[config.mk]
export PLATFORM = sky130hd
export DESIGN_NAME = internal_framebuffer_loader
export DESIGN_NICKNAME = d
export VERILOG_FILES = /design/src/rtl/internal_framebuffer_loader.sv
export SDC_FILE = /design/constraint.sdc
export NUM_CORES = 1
export LEC_CHECK = 0
export CORE_MARGIN = 8
export CORE_UTILIZATION = 40
export DETAILED_ROUTE_END_ITERATION = 6
export DONT_BUFFER_PORTS = 1
export HOLD_SLACK_MARGIN = 0.12
export REMOVE_ABC_BUFFERS = 1
export SETUP_SLACK_MARGIN = 0.5
export SYNTH_ARGS = -nofsm -noshare
export SYNTH_HDL_FRONTEND = slang
export SYNTH_SLANG_ARGS = --single-unit
[constraint.sdc]
create_clock -name aclk -period 2.49 [get_ports aclk]
set_input_delay 0.498 -clock aclk [delete_from_list [all_inputs] [get_ports aclk]]
set_output_delay 0.498 -clock aclk [all_outputs]
set_load 0.02 [all_outputs]
[src/rtl/internal_framebuffer_loader.sv]
// Loads the internal framebuffer RAM from external memory: one read request, then stream beats into RAM.
// Optional: INTERNAL_FRAMEBUFFER_LOADER_TLAST_CHECK_EN flags tlast/length mismatches on loadError.
module internal_framebuffer_loader #(
    parameter int NUMBER_OF_PIXELS_PER_BEAT    = 1,
    parameter int NUMBER_OF_SUB_PIXELS         = 4,
    parameter int SUB_PIXEL_WIDTH              = 8,
    parameter int FRAMEBUFFER_SIZE_IN_PIXEL_LG = 18,
    parameter int FB_SIZE_IN_PIXEL_LG          = 20,
    parameter int ADDR_WIDTH                   = 32,
    localparam int PIXEL_WIDTH    = NUMBER_OF_SUB_PIXELS * SUB_PIXEL_WIDTH,
    localparam int STREAM_WIDTH   = NUMBER_OF_PIXELS_PER_BEAT * PIXEL_WIDTH,
    localparam int STRB_WIDTH     = NUMBER_OF_PIXELS_PER_BEAT * NUMBER_OF_SUB_PIXELS,
    localparam int MEM_ADDR_WIDTH = FRAMEBUFFER_SIZE_IN_PIXEL_LG - $clog2(NUMBER_OF_PIXELS_PER_BEAT)
) (
    input  logic                            aclk,
    input  logic                            resetn,
    input  logic [NUMBER_OF_SUB_PIXELS-1:0] confMask,
    input  logic                            apply,
    output logic                            applied,
    input  logic                            cmdLoad,
    input  logic [FB_SIZE_IN_PIXEL_LG-1:0]  cmdSize,
    input  logic [ADDR_WIDTH-1:0]           cmdAddr,
    output logic                            m_avalid,
    output logic [ADDR_WIDTH-1:0]           m_aaddr,
    output logic [ADDR_WIDTH-1:0]           m_abytes,
    input  logic                            m_aready,
    input  logic                            s_axis_tvalid,
    output logic                            s_axis_tready,
    input  logic                            s_axis_tlast,
    input  logic [STREAM_WIDTH-1:0]         s_axis_tdata,
    input  logic [STRB_WIDTH-1:0]           s_axis_tstrb,
    output logic [STREAM_WIDTH-1:0]         writeDataPort,
    output logic                            writeEnablePort,
    output logic [MEM_ADDR_WIDTH-1:0]       writeAddrPort,
    output logic [STRB_WIDTH-1:0]           writeMaskPort,
    output logic                            loadError
);
    localparam int PPB     = NUMBER_OF_PIXELS_PER_BEAT;
    localparam int PPB_LG  = $clog2(PPB);
    localparam int CNT_W   = FB_SIZE_IN_PIXEL_LG + 1;
    localparam int BYTES_W = FB_SIZE_IN_PIXEL_LG + $clog2(PIXEL_WIDTH) + 1;

    typedef enum logic [1:0] {IDLE, REQUEST, STREAM} state_t;

    state_t                    state, state_nxt;
    logic [CNT_W-1:0]          beat_cnt;
    logic [MEM_ADDR_WIDTH-1:0] word_idx;
    logic                      done_q;
    logic                      start, beat_acc, beat_final;
    logic [CNT_W-1:0]          beats_total;
    logic [BYTES_W-1:0]        size_bits;

    assign start         = (state == IDLE) && applied && apply && cmdLoad && (cmdSize != '0);
    assign s_axis_tready = (state == STREAM);
    assign m_avalid      = (state == REQUEST);
    assign beat_acc      = s_axis_tvalid && s_axis_tready;
    assign beat_final    = beat_acc && (s_axis_tlast || (beat_cnt == CNT_W'(1)));
    assign beats_total   = (CNT_W'(cmdSize) + CNT_W'(PPB - 1)) >> PPB_LG;
    assign size_bits     = BYTES_W'(cmdSize) * BYTES_W'(PIXEL_WIDTH);

    always_ff @(posedge aclk or negedge resetn) begin
        if (!resetn) state <= IDLE;
        else         state <= state_nxt;
    end

    always_comb begin
        state_nxt = state;
        case (state)
            IDLE:    if (start)      state_nxt = REQUEST;
            REQUEST: if (m_aready)   state_nxt = STREAM;
            STREAM:  if (beat_final) state_nxt = IDLE;
            default:                 state_nxt = IDLE;
        endcase
    end

    always_ff @(posedge aclk or negedge resetn) begin
        if (!resetn) begin
            applied         <= 1'b1;
            done_q          <= 1'b0;
            m_aaddr         <= '0;
            m_abytes        <= '0;
            beat_cnt        <= '0;
            word_idx        <= '0;
            writeEnablePort <= 1'b0;
            writeDataPort   <= '0;
            writeAddrPort   <= '0;
            writeMaskPort   <= '0;
        end else begin
            writeEnablePort <= beat_acc;
            // applied trails the final RAM write by one cycle
            done_q          <= beat_final;
            if (done_q) applied <= 1'b1;
            if (start) begin
                applied  <= 1'b0;
                m_aaddr  <= cmdAddr;
                m_abytes <= ADDR_WIDTH'(size_bits >> 3);
                beat_cnt <= beats_total;
                word_idx <= '0;
            end
            if (beat_acc) begin
                writeDataPort <= s_axis_tdata;
                writeMaskPort <= s_axis_tstrb & {PPB{confMask}};
                writeAddrPort <= word_idx;
                word_idx      <= word_idx + 1'b1;
                beat_cnt      <= beat_cnt - 1'b1;
            end
        end
    end

`ifdef INTERNAL_FRAMEBUFFER_LOADER_TLAST_CHECK_EN
    // tlast must coincide exactly with the counter's final beat
    always_ff @(posedge aclk or negedge resetn) begin
        if (!resetn)
            loadError <= 1'b0;
        else if (start)
            loadError <= 1'b0;
        else if (beat_acc && (s_axis_tlast != (beat_cnt == CNT_W'(1))))
            loadError <= 1'b1;
    end
`else
    assign loadError = 1'b0;
`endif

endmodule
Yosys cells after proc, flatten, opt, wreduce, memory -nomap -nowiden --
Cells that the tools add are included.
Word-level totals: bits in registers 150, bits of input ports 99, output and inout bits 123, logic and storage cells 42
Cells by class: add/subtract/negate cells 2, equal/unequal tests 6, mux-type cells 10, bitwise operators 1, reductions and logical operators 12
Operators by type and width (number):
- $mux W21 | 2
- $mux W18 | 2
- $eq A21 B1 Y1 const B | 1
- $sub A21 B1 Y21 const B | 1
- $reduce_bool A20 Y1 | 1
- $add A18 B1 Y18 const B | 1
- $logic_and A1 B1 Y1 | 6
- $mux W2 | 3
- $pmux W2 S3 | 1
- $and A4 B4 Y4 | 1
- $ne A2 B1 Y1 const B | 2
- $reduce_bool A2 Y1 | 2
- $reduce_and A3 Y1 | 1
- $eq A2 B1 Y1 const B | 1
- $eq A2 B2 Y1 const B | 1
- $logic_not A2 Y1 | 1
- $mux W1 | 2
- $ne A2 B2 Y1 const B | 1
- $logic_or A1 B1 Y1 | 1

Depth between registers and ports, before layout --
depth after elaboration 7, gate-level depth with buffers 8, gate-level depth less buffers 7

Worst setup path before layout --
Ideal clock, no wire load.
path kind input port to flip-flop, from input cmdSize[16], to register state[0], setup time 0.130 ns, arrival 1.848 ns, data required time 2.360 ns, path slack 0.512 ns, stages 7, path buffers 3, cells stage by stage or4_1 -> nor2_1 -> a211o_1 -> clkbuf_8 -> buf_4 -> buf_2 -> o21ai_0
Between the ends: word-level cells in the longest chain between the ends 4
RTL lines:
- start, declared | RTL line 21 | input logic [FB_SIZE_IN_PIXEL_LG-1:0] cmdSize,
- $reduce_bool A20 Y1 | RTL line 53 | assign start = (state == IDLE) && applied && apply && cmdLoad && (cmdSize != '0);
- $logic_and A1 B1 Y1 | RTL line 53
- $ne A2 B2 Y1 (no source line)
- $reduce_and A3 Y1 (no source line)
- end signal, assigned | RTL line 63 | else state <= state_nxt;
- end, declared | RTL line 45 | state_t state, state_nxt;
No other way between the ends. A chain may end at the register's enable or synchronous reset.

Worst setup path after layout --
from register beat_cnt[3], to register beat_cnt[15]
Between the ends: word-level cells in the longest chain between the ends 2
RTL lines:
- start, declared | RTL line 46 | logic [CNT_W-1:0] beat_cnt;
- start signal, assigned | RTL line 97 | beat_cnt <= beats_total;
- start signal, assigned | RTL line 105 | beat_cnt <= beat_cnt - 1'b1;
- $sub A21 B1 Y21 | RTL line 105
- $mux W21 | RTL line 100 | if (beat_acc) begin
No other way between the ends.

==> metrics.cfg <==
[run_status]
outcome = complete, but fails checks
violations = negative hold slack

[place]
gp_congestion = 0.806
placed_cell_area_sq_mm = 0.00666
io_buffers = 0
dp_slack_ns = 0.266
dp_hpwl_mm = 11.6

[pwr]
p_comb_frac = 0.193
seqPwrFrac = 0.520
p_leak_nw = 3.75
p_per_area_mw_per_mm2 = 1270
clockPowerShare = 0.287
ir_drop_v = 0.000499
p_int_mw = 5.79
p_sw_mw = 3.64
swShare = 0.386

[global_routing]
grt_max_degree = 151
grt_overflow = 0
grt.total_usage = 0.164
antenna_found_initial = 0
grt_pass1_wl_mm = 26.4
grt_pass1_vias = 4924

[logic_synthesis]
syn_avg_cell_area_sq_um = 9.15
synth_area_sq_mm = 0.00644
synth_cell_types = 55
synth_flop_cell = dfrtp_1
synth_edf_count = 0
yosys_warnings = 0
ys_ff_latch = 150
ys_seq_area_frac = 0.583
async_reset_ff_frac = 1.00
synthesis.instances = 704

[layout]
multi_input_area_sq_mm = 0.00254
final_cell_area_sq_mm = 0.00745
area_delta_synth_final_pct = 15.5
drive_above_1_share = 0.116
area.sequential_sq_mm = 0.00376
antenna_cells = 0
fill_cells = 1496
layout.nets = 819

[sta]
skew_ns = 0.00710
timing.fmax_mhz = 509
setup_ws_ns = 0.527
period_needed_ns = 1.96
slew_headroom = 0.637
slew_viol_final = 0
setup_viol = 0
hold_viol = 149
holdWs_ns = -0.223
fin_crit_sh = 0.788
rsz0062_at_grt = yes
worstMarginPinSlew_ns = 0.543
tns_ns = 0

[run]
cap_violations = 0

[critical_path]
r2r_cells = 6
cp.arrival_ns = 2.25
crit_path_max_fanout = 6
worstSetupStartpointType = register
criticalPathCategory = reg -> reg
cp-end-kind = register
cp.required_ns = 2.78

[clocking]
htree_levels = 4
clk_pin_slew_ns = 0.06
cts_buffer_depth = 2
cts_tree = yes
clkLatencyLatePin_ns = 0.41
cts_sinks = 150
cts_root_buf = clkbuf_16
cts_buffers = 17

[floorplan]
die_w_um = 143
io-pin-count = 222
rows = 46
initial_core_util = 0.407
coreArea_sq_mm = 0.0158
die-height_um = 143
dieArea_sq_mm = 0.0204

[routing]
routedWlPerCell_um = 17.9
drc = 0
drtAntennaViolNets = 0
wirelength_mm = 16.9
via_per_inst = 5.16
via_count = 4863
dr.pass1.iters = 4
drtIter0Drc = 237

[hold_path]
hold_path.class = in -> async

-- metrics by stage --
step / utilization / total power, mW / std cells
6_report: 0.470 / 9.44 / 943
5_1_grt: 0.470 / 10.0 / 943
4_1_cts: 0.463 / 9.46 / 938
3_5_place_dp: 0.421 / 6.66 / 904
3_3_place_gp: 0.421 / 6.54 / 904
2_1_floorplan: - / 5.97 / 671
-- power by group through the flow --
stage | clock, mW | combinational (mW) | sequential [mW]
global route | 2.87 | 2.09 | 5.04
global placement | 0 | 1.62 | 4.93
detailed placement | 0 | 1.72 | 4.94
floorplan | 0 | 1.29 | 4.68
finish | 2.71 | 1.82 | 4.91
CTS | 2.77 | 1.77 | 4.92
-- worst max-delay path, cell delays in order (launching register included) --
cell and delay [ns]:
dfrtp_1 0.46, nor3_2 0.23, buf_4 0.16, nand4_1 0.24
or4_4 0.58, nand3_2 0.09, o211ai_2 0.08
-- final cells by class --
type	instances	share of cell area
repair buffers	26	0.0316
flip-flops and latches	150	0.504
clock buffers	21	0.0632
inverters	6	0.00302
multi-input cells	516	0.341
well taps	216	0.0363
clock inverters	8	0.0200
-- cells by family (layout without fill, tap and decap cells) --
| logic type | count (synthesis) | count (layout) | synth area share |
|---|---|---|---|
| compound gates | 67 | 68 | 0.0788 |
| other cells | 1 | 13 | 0.000582 |
| buf+inv | 51 | 61 | 0.0445 |
| mux | 4 | 4 | 0.00641 |
| flops | 150 | 150 | 0.583 |
| simple gates | 427 | 427 | 0.280 |
| xor+xnor | 1 | 1 | 0.00136 |
| fa+ha+maj | 3 | 3 | 0.00582 |
-- registers in the layout, indices dropped and copies added, names as in the netlist --
register / flops
applied: 1
beat_cnt: 21
done_q: 1
m_aaddr: 32
m_abytes: 20
state: 2
word_idx: 18
writeAddrPort: 18
writeDataPort: 32
writeEnablePort: 1
writeMaskPort: 4
-- per-layer routing --
metal	share of wire	up-vias	global-route usage	wire [um]
met5	0	-	0	0
met4	0.013	0	0.0509	213
met3	0.10	16	0.0701	1710
met2	0.47	188	0.259	7940
met1	0.41	2328	0.200	6980
li1	-	2331	-	-
-- timing repair --
item,CTS,global route
gates cloned,1,0
pin swaps,2,4
resized for setup,2,15
setup endpoints to repair,48,49
buffers inserted,4,5
endpoints found under the hold margin,150,150
-- cell usage after synthesis (all sizes together), types with 2 or more instances --
cell | n | area [sq um]
o211ai | 7 | 57.6
clkbuf | 18 | 97.6
nand3 | 25 | 130
mux2i | 3 | 30.0
dfrtp | 149 | 3730
buf | 27 | 166
nand4 | 5 | 31.3
a211oi | 8 | 60.1
nand2b | 2 | 12.5
o21ai | 9 | 45.0
a31oi | 3 | 18.8
nor3 | 17 | 95.1
a21bo | 2 | 20.0
o22a | 2 | 17.5
and3 | 8 | 50.1
inv | 6 | 22.5
nor2 | 34 | 128
a211o | 6 | 52.6
or2 | 2 | 15.0
a21boi | 3 | 22.5
ha | 3 | 37.5
and3b | 2 | 17.5
o311ai | 2 | 17.5
o221a | 4 | 45.0
a21oi | 9 | 45.0
nand2 | 313 | 1180
a41oi | 3 | 26.3
or4 | 6 | 52.6
a22o | 4 | 35.0
or3 | 2 | 12.5
nor4 | 6 | 37.5
-- placed cells by master (no fill, tap or decap), drive strengths merged, types with 4 or more instances in the layout --
cell type,count
a211o,6
nand2,313
a211oi,8
or4,6
inv,6
o21ai,9
a21boi,4
a22o,4
nor2,34
o221a,4
and3,8
conb,13
o211ai,7
nand4,5
nor3,17
bufinv,4
dfrtp,149
nor4,6
buf,26
a21oi,9
clkbuf,21
nand3,25
-- final timing paths --
kind,from,endpoint,slack [ns]
max,beat_cnt[3],beat_cnt[15],0.53
min,resetn,m_abytes[18],-0.22
max reg2reg,beat_cnt[3],beat_cnt[15],0.53
min reg2reg,beat_cnt[20],beat_cnt[20],0.47
max in group asynchronous,resetn,applied,2.30
min in group aclk,s_axis_tdata[12],writeDataPort[12],0.19
No activity file was read; power rests on OpenSTA's default activity.
